File: src/rtl/alu_ctrl_pkg.sv
// Shared constants for the registered ALU control decoder: control codes,
// AluOp selectors and the multiply/divide sequencer state encoding.
package alu_ctrl_pkg;

  localparam logic [3:0] CtrlAnd = 4'b0000;
  localparam logic [3:0] CtrlOr  = 4'b0001;
  localparam logic [3:0] CtrlAdd = 4'b0010;
  localparam logic [3:0] CtrlFn5 = 4'b0101;
  localparam logic [3:0] CtrlSub = 4'b0110;
  localparam logic [3:0] CtrlSlt = 4'b0111;
  localparam logic [3:0] CtrlMul = 4'b1000;
  localparam logic [3:0] CtrlDiv = 4'b1001;

  localparam int unsigned AluOpRtype = 1;
  localparam int unsigned AluOpMd    = 7;

  typedef enum logic [0:0] {
    StIdle,
    StRun
  } state_e;

  // R-type operation code from the low three funct bits.
  function automatic logic [3:0] rtype_code(input logic [2:0] f);
    logic [3:0] code;
    code = CtrlAnd;
    unique case (f)
      3'b000: code = CtrlSub;
      3'b001: code = CtrlAnd;
      3'b010: code = CtrlAdd;
      3'b011: code = CtrlOr;
      3'b100: code = CtrlFn5;
      3'b101: code = CtrlSlt;
      3'b110: code = CtrlFn5;
      3'b111: code = CtrlSlt;
      default: code = CtrlAnd;
    endcase
    return code;
  endfunction

endpackage

File: src/rtl/alu_ctrl_decode.sv
// Combinational funct/AluOp decoder producing the ALU control word plus
// multiply/divide and illegal-op flags.
module alu_ctrl_decode
  import alu_ctrl_pkg::*;
#(
  parameter int unsigned FUNC_W      = 3,
  parameter int unsigned ALUOP_W     = 3,
  parameter int unsigned CTRL_W      = 4,
  parameter int unsigned ALUOP_RTYPE = AluOpRtype,
  parameter int unsigned ALUOP_MD    = AluOpMd
) (
  input  logic [FUNC_W-1:0]  i_func,
  input  logic [ALUOP_W-1:0] i_alu_op,
  output logic [CTRL_W-1:0]  o_ctrl,
  output logic               o_is_md,
  output logic               o_is_div,
  output logic               o_illegal
);

  logic w_func_hi;
  logic w_rtype;
  logic w_md;

  // Only func[2:0] carries the operation; any higher bit set is illegal.
  assign w_func_hi = (i_func >> 3) != '0;
  assign w_rtype   = i_alu_op == ALUOP_W'(ALUOP_RTYPE);
  assign w_md      = i_alu_op == ALUOP_W'(ALUOP_MD);

  always_comb begin
    o_ctrl    = '0;
    o_is_md   = 1'b0;
    o_is_div  = 1'b0;
    o_illegal = 1'b0;
    if (w_rtype || w_md) begin
      if (w_func_hi) begin
        o_ctrl    = '1;
        o_illegal = 1'b1;
      end else if (w_rtype) begin
        o_ctrl = CTRL_W'(rtype_code(i_func[2:0]));
      end else begin
        o_is_md  = 1'b1;
        o_is_div = i_func[0];
        o_ctrl   = i_func[0] ? CTRL_W'(CtrlDiv) : CTRL_W'(CtrlMul);
      end
    end else begin
      o_ctrl = CTRL_W'(i_alu_op[2:0]);
    end
  end

endmodule

File: src/rtl/alu_control_seq.sv
// Registered ALU control decoder with a latency-counting sequencer for
// multi-cycle multiply/divide operations.
module alu_control_seq
  import alu_ctrl_pkg::*;
#(
  parameter int unsigned FUNC_W      = 3,
  parameter int unsigned ALUOP_W     = 3,
  parameter int unsigned CTRL_W      = 4,
  parameter int unsigned ALUOP_RTYPE = AluOpRtype,
  parameter int unsigned ALUOP_MD    = AluOpMd,
  parameter int unsigned MUL_LAT     = 4,
  parameter int unsigned DIV_LAT     = 16
) (
  input  logic               clk,
  input  logic               reset,
  input  logic               i_in_valid,
  output logic               o_in_ready,
  input  logic [FUNC_W-1:0]  i_func,
  input  logic [ALUOP_W-1:0] i_alu_op,
  input  logic               i_stall_in,
  input  logic               i_flush,
  output logic               o_out_valid,
  output logic [CTRL_W-1:0]  o_alu_ctrl,
  output logic               o_illegal,
  output logic               o_md_start,
  output logic               o_md_busy,
  output logic               o_md_done
);

  localparam int unsigned MaxLat = (MUL_LAT > DIV_LAT) ? MUL_LAT : DIV_LAT;
  localparam int unsigned CntW   = (MaxLat > 1) ? $clog2(MaxLat) : 1;

  state_e            r_state;
  logic [CntW-1:0]   r_cnt;
  logic              r_out_valid;
  logic [CTRL_W-1:0] r_alu_ctrl;
  logic              r_illegal;
  logic              r_md_start;
  logic              r_md_busy;
  logic              r_md_done;

  logic [CTRL_W-1:0] w_ctrl;
  logic              w_is_md;
  logic              w_is_div;
  logic              w_illegal;
  logic              w_accept;
  logic [CntW-1:0]   w_lat_m1;
  logic              w_lat_one;

  alu_ctrl_decode #(
    .FUNC_W      (FUNC_W),
    .ALUOP_W     (ALUOP_W),
    .CTRL_W      (CTRL_W),
    .ALUOP_RTYPE (ALUOP_RTYPE),
    .ALUOP_MD    (ALUOP_MD)
  ) u_decode (
    .i_func    (i_func),
    .i_alu_op  (i_alu_op),
    .o_ctrl    (w_ctrl),
    .o_is_md   (w_is_md),
    .o_is_div  (w_is_div),
    .o_illegal (w_illegal)
  );

  assign o_in_ready = (r_state == StIdle) && !i_stall_in;
  assign w_accept   = i_in_valid && o_in_ready;
  assign w_lat_m1   = w_is_div ? CntW'(DIV_LAT - 1) : CntW'(MUL_LAT - 1);
  assign w_lat_one  = w_is_div ? (DIV_LAT == 1) : (MUL_LAT == 1);

  // md_done/out_valid are registered one cycle early (at count 1) so they
  // appear while the counter reads 0; the FSM leaves RUN after that cycle.
  always_ff @(posedge clk) begin
    if (reset) begin
      r_state     <= StIdle;
      r_cnt       <= '0;
      r_out_valid <= 1'b0;
      r_alu_ctrl  <= '0;
      r_illegal   <= 1'b0;
      r_md_start  <= 1'b0;
      r_md_busy   <= 1'b0;
      r_md_done   <= 1'b0;
    end else begin
      r_md_start <= 1'b0;
      r_md_done  <= 1'b0;
      if (i_flush) begin
        r_state     <= StIdle;
        r_cnt       <= '0;
        r_out_valid <= 1'b0;
        r_illegal   <= 1'b0;
        r_md_busy   <= 1'b0;
      end else begin
        unique case (r_state)
          StIdle: begin
            if (w_accept) begin
              r_alu_ctrl <= w_ctrl;
              r_illegal  <= w_illegal;
              if (w_is_md) begin
                r_md_start  <= 1'b1;
                r_md_busy   <= !w_lat_one;
                r_md_done   <= w_lat_one;
                r_out_valid <= w_lat_one;
                r_cnt       <= w_lat_m1;
                r_state     <= StRun;
              end else begin
                r_out_valid <= 1'b1;
              end
            end else if (!i_stall_in) begin
              r_out_valid <= 1'b0;
            end
          end
          StRun: begin
            if (r_cnt == CntW'(1)) begin
              r_md_done   <= 1'b1;
              r_out_valid <= 1'b1;
              r_md_busy   <= 1'b0;
            end else if (r_cnt == '0 && !i_stall_in) begin
              r_out_valid <= 1'b0;
            end
            if (r_cnt == '0) begin
              r_state <= StIdle;
            end else begin
              r_cnt <= r_cnt - CntW'(1);
            end
          end
          default: r_state <= StIdle;
        endcase
      end
    end
  end

  assign o_out_valid = r_out_valid;
  assign o_alu_ctrl  = r_alu_ctrl;
  assign o_illegal   = r_illegal;
  assign o_md_start  = r_md_start;
  assign o_md_busy   = r_md_busy;
  assign o_md_done   = r_md_done;

endmodule

File: config.mk
export PLATFORM = sky130hd
export DESIGN_NAME = alu_control_seq
export DESIGN_NICKNAME = d
export VERILOG_FILES = /design/src/rtl/alu_ctrl_pkg.sv /design/src/rtl/alu_ctrl_decode.sv /design/src/rtl/alu_control_seq.sv
export SDC_FILE = /design/constraint.sdc
export NUM_CORES = 1
export LEC_CHECK = 0
export CAP_MARGIN = 0
export CORE_ASPECT_RATIO = 0.9
export CORE_MARGIN = 2
export CORE_UTILIZATION = 45
export DETAILED_ROUTE_END_ITERATION = 12
export PLACE_DENSITY_LB_ADDON = 0.05
export SYNTH_ARGS = -nofsm -noshare
export SYNTH_HDL_FRONTEND = slang
export SYNTH_SLANG_ARGS = --single-unit
File: constraint.sdc
create_clock -name clk -period 2.3 [get_ports clk]
set_input_delay 0.46 -clock clk [delete_from_list [all_inputs] [get_ports clk]]
set_output_delay 0.46 -clock clk [all_outputs]
set_load 0.01 [all_outputs]
==> summary.md, run 1 <==
| Metric | Value |
|---|---|
| Leak | `0.351 nW` |
| Die Wd | `45.5 um` |
| Peak supply drop | `0.328 mV` |
| Total number of vias | `633` |
| EDFF count, synth | `0` |
| Maximum buffer depth of the clock tree | `2` |
| Critical path endpoint | `o_in_ready` |
| Multi-input logic area | `392 um^2` |
| Clk_skew | `0.00317 ns` |
| Fillcell total | `120` |
| Rel. slew slack | `0.673` |
| #FFs+latches synth | `13` |
| Max_cap viols | `0` |
| Synth cell count leaders | `13 x dfxtp_1, 7 x nand2_1, 5 x a21oi_1, 5 x nor2_1, 4 x inv_1` |
| Pwr Density | `478 nW/um^2` |
| Hold Fails Final Rpt | `0` |
| Hold Path Class | `reg -> reg` |
| Critical path launch point type | `input port` |
| Global-route wire length before repair | `2.33 mm` |
| Resized cells post-CTS | `0` |
| N_diodes | `0` |
| Fmax | `488 MHz` |
| Antenna violations before repair | `0` |
| Worst EP required | `1.84 ns` |
| Met3 WL | `82 um` |
| Combinational share of power | `0.149` |
| Total track usage | `0.179` |
| Initial Util | `0.482` |
| Crit path top cell by count | `clkdlybuf4s50_1` |
| Slowest Stage Delay on Critical Path | `0.54 ns` |
| Core Region | `1450 um^2` |
| CP Max Fanout | `4` |
| Reg power frac | `0.528` |
| Layout cells sized above 1 | `0.0833` |
| Cell Area, Synth | `698 um^2` |
| RR Startpoint | `r_cnt[0]` |
| Num Clock Sinks | `13` |
| Synth top area cells | `dfxtp_1 37%, ha_1 5.4%, nand2_1 3.8%` |
| Metal-1 WL | `745 um` |
| Synth-to-Final Area Change | `31.4%` |
| Synth Flop Type | `dfxtp_1` |
| Max H-tree Level | `1` |
| Library cells used by synthesis | `38` |
| Routability cong. | `0.754` |
| Syn avg cell area | `9.19 um^2` |
| FF/Latch Area | `260 um^2` |
| Setup bufs post-CTS | `0` |
| Clk slew on worst S/H paths | `0.08 ns` |
| CTS tree | `done` |
| Highest Signal Layer | `met4` |
| Synth area leader | `dfxtp_1` |
| Worst r2r dst | `r_cnt[3]` |
| Number of buffers created by CTS | `3` |
| Via density | `5.70` |
| Number of cell rows | `13` |
| Yosys top cell area share | `0.373` |
| Status | `finished, final reports clean` |
| Worst EP arrival | `1.59 ns` |
| PortBufs | `19` |
| HPWL Detailed | `1.12 mm` |
| Max-slew violations | `0` |
| Synth async-reset ratio | `0` |
| Crit Path Class | `in -> out` |
| Syn nets | `90` |
| CP startpoint | `i_stall_in` |
| Power, Total | `0.438 mW` |
| Top-count cell post-synth | `dfxtp_1` |
| Setup TNS | `0 ns` |
| CP bufs+invs | `2` |
| Initial drt markers | `13` |
| Hold_sp | `o_alu_ctrl[3]` |
| Fin nets | `111` |
| Sw Pwr | `0.106 mW` |
| I/O pins | `21` |
| Hold_buf cts | `0` |
| Post-synthesis cell count | `76` |
| Drt total wl | `1.53 mm` |
| Reg-to-reg slack, setup | `0.59 ns` |
| Largest net degree at the start of global routing | `12` |
| Internal | `0.332 mW` |
| Die Y | `41.4 um` |
| Worst-margin pin slew | `0.478 ns` |
| Fraction of power spent switching nets | `0.243` |
| Sequential share of the synthesized area | `0.373` |
| Final min period | `2.05 ns` |
| Final Setup Violations | `0` |
| Clk root buf | `clkbuf_4` |
| Drt first pass iters | `4` |
| Crit path depth | `3` |
| Period utilization | `0.890` |
| DIE AREA | `1880 um^2` |
| Crit path max-delay family | `buffers and inverters` |
| Number of global-route vias before repair | `527` |
| RSZ-0062 raised after global routing | `false` |
| Routed length on met2 | `681 um` |
| Clk pwr share | `0.323` |
| FF-to-FF path depth | `5` |
| GRT overflow | `0` |
| Final ANT Viol Nets | `0` |
| Remaining DRCs | `0` |
| Critical path, cell by cell | `clkdlybuf4s50_1 > nor2_1 > clkdlybuf4s50_1` |
| Avg WL per Cell | `13.8 um` |
| Synthesis Warnings | `0` |
| Worst-skew pair later-pin latency | `0.27 ns` |
| Worst setup EP type | `output pin` |
| Slowest cell on the critical path | `clkdlybuf4s50_1` |
[power by group through the flow]
stage | logic [mW] | clock network (mW) | registers, mW
after CTS | 0.0655 | 0.145 | 0.231
after global routing | 0.0707 | 0.153 | 0.232
after global placement | 0.0645 | 0 | 0.236
final | 0.0652 | 0.142 | 0.231
after detailed placement | 0.0648 | 0 | 0.237
after floorplan | 0.0281 | 0 | 0.237
[layout by cell type, fill, tap and decap left out, types with 2 or more instances in the layout]
master,instances
o221a_1,2
buf_4,2
a31oi_1,2
nand2_1,7
a21oi_1,5
inv_1,4
ha_1,3
nand3b_1,3
xnor2_1,2
clkdlybuf4s50_1,19
clkbuf_4,3
nor2_1,5
o21a_1,2
dfxtp_1,13
[flip-flops by register name (all words and copies together), names as in the netlist]
signal / flops
o_out_valid: 1
o_md_busy: 1
o_alu_ctrl: 4
o_md_start: 1
r_state: 1
r_cnt: 4
o_md_done: 1
[through the flow]
step / utilization / hold WS, ns / worst slack, ns / instance area [um^2] / cells
2_1_floorplan: - / 0.470 / 0.698 / 698 / 76
3_3_place_gp: 0.615 / 0.444 / 0.251 / 891 / 107
3_5_place_dp: 0.615 / 0.444 / 0.238 / 891 / 107
4_1_cts: 0.634 / 0.455 / 0.240 / 917 / 111
5_1_grt: 0.634 / 0.476 / 0.189 / 917 / 111
6_report: 0.634 / 0.450 / 0.253 / 917 / 111
[kinds of logic after synthesis]
group / share of synthesized area
adder cells (fa/ha/maj): 0.0538
AO/OA/AOI/OAI: 0.253
XOR/XNOR: 0.0251
multiplexers: 0.0143
flip-flops: 0.373
other: 0.00537
buffers and inverters: 0.0663
AND/OR/NAND/NOR: 0.210
[worst min-delay path by stage]
stage	endpoint	depth (start not counted)	slack [ns]
2_1_floorplan	o_alu_ctrl[3]	2	0.47
3_5_place_dp	o_alu_ctrl[3]	2	0.44
3_3_place_gp	o_md_busy	2	0.44
4_1_cts	o_alu_ctrl[3]	2	0.45
5_1_grt	o_md_busy	2	0.48
6_report	o_alu_ctrl[3]	2	0.45
[metal layers]
| layer | up-vias | GRT usage |
|---|---|---|
| met3 | 4 | 0.0302 |
| met5 | - | 0 |
| met4 | 0 | 0.0882 |
| li1 | 318 | - |
| met2 | 17 | 0.299 |
| met1 | 294 | 0.227 |
[worst reg2reg max path, delay by kind of cell, from the launching register on]
family          cells  cell delay (ns)
buf+inv             1             0.10
fa+ha+maj           1             0.14
simple gates        1             0.45
flops               1             0.36
compound gates      2             0.56
[final cells by class]
cell class,instances,area share
clock buffer,4,0.0286
inverter,4,0.0164
multi-input combinational,54,0.427
sequential,13,0.284
tap,15,0.0205
timing repair buffer,21,0.224
Note: power is estimated with default switching activity, not from simulation.
==> run 2: changes to the inputs <==
--- a/config.mk
+++ b/config.mk
@@ -5,7 +5,7 @@
 export SDC_FILE = /design/constraint.sdc
 export NUM_CORES = 1
 export LEC_CHECK = 0
-export CAP_MARGIN = 0
+export CAP_MARGIN = 20
 export CORE_ASPECT_RATIO = 0.9
 export CORE_MARGIN = 2
 export CORE_UTILIZATION = 45
==> results of run 2 <==
Final layout, timing and power as in run 1 (identical DEF).
==> run 3: changes to the inputs <==
--- a/config.mk
+++ b/config.mk
@@ -8,9 +8,10 @@
 export CAP_MARGIN = 20
 export CORE_ASPECT_RATIO = 0.9
 export CORE_MARGIN = 2
-export CORE_UTILIZATION = 45
+export CORE_UTILIZATION = 44
 export DETAILED_ROUTE_END_ITERATION = 12
 export PLACE_DENSITY_LB_ADDON = 0.05
+export SLEW_MARGIN = 15
 export SYNTH_ARGS = -nofsm -noshare
 export SYNTH_HDL_FRONTEND = slang
 export SYNTH_SLANG_ARGS = --single-unit
==> constraint.sdc (replaced) <==
create_clock -name clk -period 2.24 [get_ports clk]
set_input_delay 0.336 -clock clk [delete_from_list [all_inputs] [get_ports clk]]
set_output_delay 0.336 -clock clk [all_outputs]
set_load 0.01 [all_outputs]
==> summary.md, run 3 (synthesis gave the netlist of run 1 again) <==
| Metric | Value |
|---|---|
| Status | `finished, final reports clean (unchanged)` |
| Clk slew on worst S/H paths | `0.07 ns (was 0.08 ns)` |
| Period utilization | `0.814` |
| Antenna violations before repair | `0 (unchanged)` |
| Largest net degree at the start of global routing | `12 (unchanged)` |
| Routability cong. | `0.783 (was 0.754)` |
| Metal-1 WL | `639 um (was 745 um)` |
| Leak | `0.341 nW (was 0.351 nW)` |
| Total number of vias | `602 (was 633)` |
| Drt first pass iters | `4 (unchanged)` |
| Setup TNS | `0 ns (unchanged)` |
| Peak supply drop | `0.489 mV (was 0.328 mV)` |
| Reg power frac | `0.535 (was 0.528)` |
| Number of global-route vias before repair | `538 (was 527)` |
| Worst-skew pair later-pin latency | `0.28 ns (was 0.27 ns)` |
| Critical path endpoint | `o_in_ready (unchanged)` |
| Max_cap viols | `0 (unchanged)` |
| Crit Path Class | `in -> out (unchanged)` |
| Pwr Density | `492 nW/um^2 (was 478 nW/um^2)` |
| Avg WL per Cell | `12.9 um (was 13.8 um)` |
| Fin nets | `109 (was 111)` |
| Worst r2r dst | `r_cnt[3] (unchanged)` |
| Met3 WL | `65 um (was 82 um)` |
| Global-route wire length before repair | `2.46 mm (was 2.33 mm)` |
| Combinational share of power | `0.143 (was 0.149)` |
| Die Y | `41.8 um (was 41.4 um)` |
| Post-Place Setup Slack | `0.289 ns (was 0.238 ns)` |
| GRT overflow | `0 (unchanged)` |
| I/O pins | `21 (unchanged)` |
| Hold_ws | `0.454 ns (was 0.450 ns)` |
| Non-Filler Cell Area, Final | `902 um^2 (was 917 um^2)` |
| Setup bufs post-CTS | `0 (unchanged)` |
| CTS tree | `done (unchanged)` |
| PortBufs | `19 (unchanged)` |
| Routed length on met2 | `677 um (was 681 um)` |
| Commonest non-fill, non-tap cell in the layout | `clkdlybuf4s50_1 (unchanged)` |
| Hold Path Class | `reg -> reg (unchanged)` |
| RSZ-0062 raised after global routing | `false (unchanged)` |
| Clk pwr share | `0.322 (was 0.323)` |
| Initial Util | `0.477 (was 0.482)` |
| Remaining DRCs | `0 (unchanged)` |
| Fmax | `548 MHz` |
| Clk root buf | `clkbuf_4 (unchanged)` |
| Max-slew violations | `0 (unchanged)` |
| Sw Pwr | `0.105 mW (was 0.106 mW)` |
| Number of cell rows | `13 (unchanged)` |
| CP startpoint | `i_stall_in (unchanged)` |
| Hold Fails Final Rpt | `0 (unchanged)` |
| Rel. slew slack | `0.657 (was 0.673)` |
| Final ANT Viol Nets | `0 (unchanged)` |
| Num Clock Sinks | `13 (unchanged)` |
| Total track usage | `0.177 (was 0.179)` |
| Critical path launch point type | `input port (unchanged)` |
| Die Wd | `46.0 um (was 45.5 um)` |
| Final min period | `1.82 ns` |
| Core Region | `1460 um^2 (was 1450 um^2)` |
| Worst EP required | `1.90 ns (was 1.84 ns)` |
| Maximum buffer depth of the clock tree | `2 (unchanged)` |
| Synth-to-Final Area Change | `29.2% (was 31.4%)` |
| Initial drt markers | `8 (was 13)` |
| Layout cells sized above 1 | `0.0638 (was 0.0833)` |
| Final Setup Violations | `0 (unchanged)` |
| Worst setup margin | `0.417 ns (was 0.253 ns)` |
| Fraction of power spent switching nets | `0.237 (was 0.243)` |
| RR Startpoint | `r_cnt[0] (unchanged)` |
| Hold_buf cts | `0 (unchanged)` |
| DIE AREA | `1920 um^2 (was 1880 um^2)` |
| Max H-tree Level | `1 (unchanged)` |
| Worst EP arrival | `1.49 ns (was 1.59 ns)` |
| Via density | `5.52 (was 5.70)` |
| Placed cell area | `876 um^2 (was 891 um^2)` |
| Reg-to-reg slack, setup | `0.54 ns (was 0.59 ns)` |
| Resized cells post-CTS | `0 (unchanged)` |
| Highest Signal Layer | `met4 (unchanged)` |
| Most frequent cells in the layout | `19 x clkdlybuf4s50_1, 13 x dfxtp_1, 7 x nand2_1, 5 x nor2_1, 5 x a21oi_1 (unchanged)` |
| HPWL Detailed | `1.10 mm (was 1.12 mm)` |
| Worst setup EP type | `output pin (unchanged)` |
| Internal | `0.339 mW (was 0.332 mW)` |
| Drt total wl | `1.40 mm (was 1.53 mm)` |
| Clk_skew | `0.00543 ns (was 0.00317 ns)` |
| Layout Utilization | `0.616 (was 0.634)` |
| CP Max Fanout | `4 (unchanged)` |
| Worst-margin pin slew | `0.501 ns (was 0.478 ns)` |
| Number of buffers created by CTS | `3 (unchanged)` |
| N_diodes | `0 (unchanged)` |
| FF-to-FF path depth | `5 (unchanged)` |
[run 3: cell types whose count changed in the layout (fill, tap and decap cells not counted), sizes merged]
cell / before / now
buf: 2 / 0
[run 3: final cells by class]
class	instances	area, um^2
fillers	124	562
multi-input cells	54	392
flip-flops and latches	13	260
repair buffers	19	190
clock buffers	4	26.3
well taps	15	18.8
inverters	4	15.0
[run 3: through the flow]
stage                     cells  total power [mW]
after floorplan              76             0.273
after global placement      105             0.306
after detailed placement    105             0.307
after CTS                   109             0.450
after global routing        109             0.468
final                       109             0.444
[run 3: power groups by stage]
stage	clock network [mW]	registers [mW]	logic, mW
global placement	0	0.243	0.0633
floorplan	0	0.244	0.0289
finish	0.143	0.237	0.0635
detailed placement	0	0.243	0.0636
global route	0.161	0.238	0.0696
CTS	0.149	0.237	0.0638
[run 3: worst min path at each step]
| stage | from | slack [ns] | end | depth (start not counted) |
|---|---|---|---|---|
| 6_report | o_md_busy | 0.45 | o_md_busy | 2 |
| 5_1_grt | o_md_busy | 0.49 | o_md_busy | 2 |
| 4_1_cts | o_md_busy | 0.46 | o_md_busy | 2 |
| 3_5_place_dp | o_md_busy | 0.45 | o_md_busy | 2 |
| 3_3_place_gp | o_md_busy | 0.45 | o_md_busy | 2 |
| 2_1_floorplan | reset | 0.41 | o_alu_ctrl[3] | 1 |
[run 3: layer usage]
metal,GRT usage,vias up
met4,0.0686,0
li1,-,309
met5,0,-
met1,0.222,276
met2,0.261,12
met3,0.0783,5
[run 3: worst max-delay path, stage by stage]
cell	delay, ns
clkdlybuf4s50_1	0.47
nor2_1	0.13
clkdlybuf4s50_1	0.55
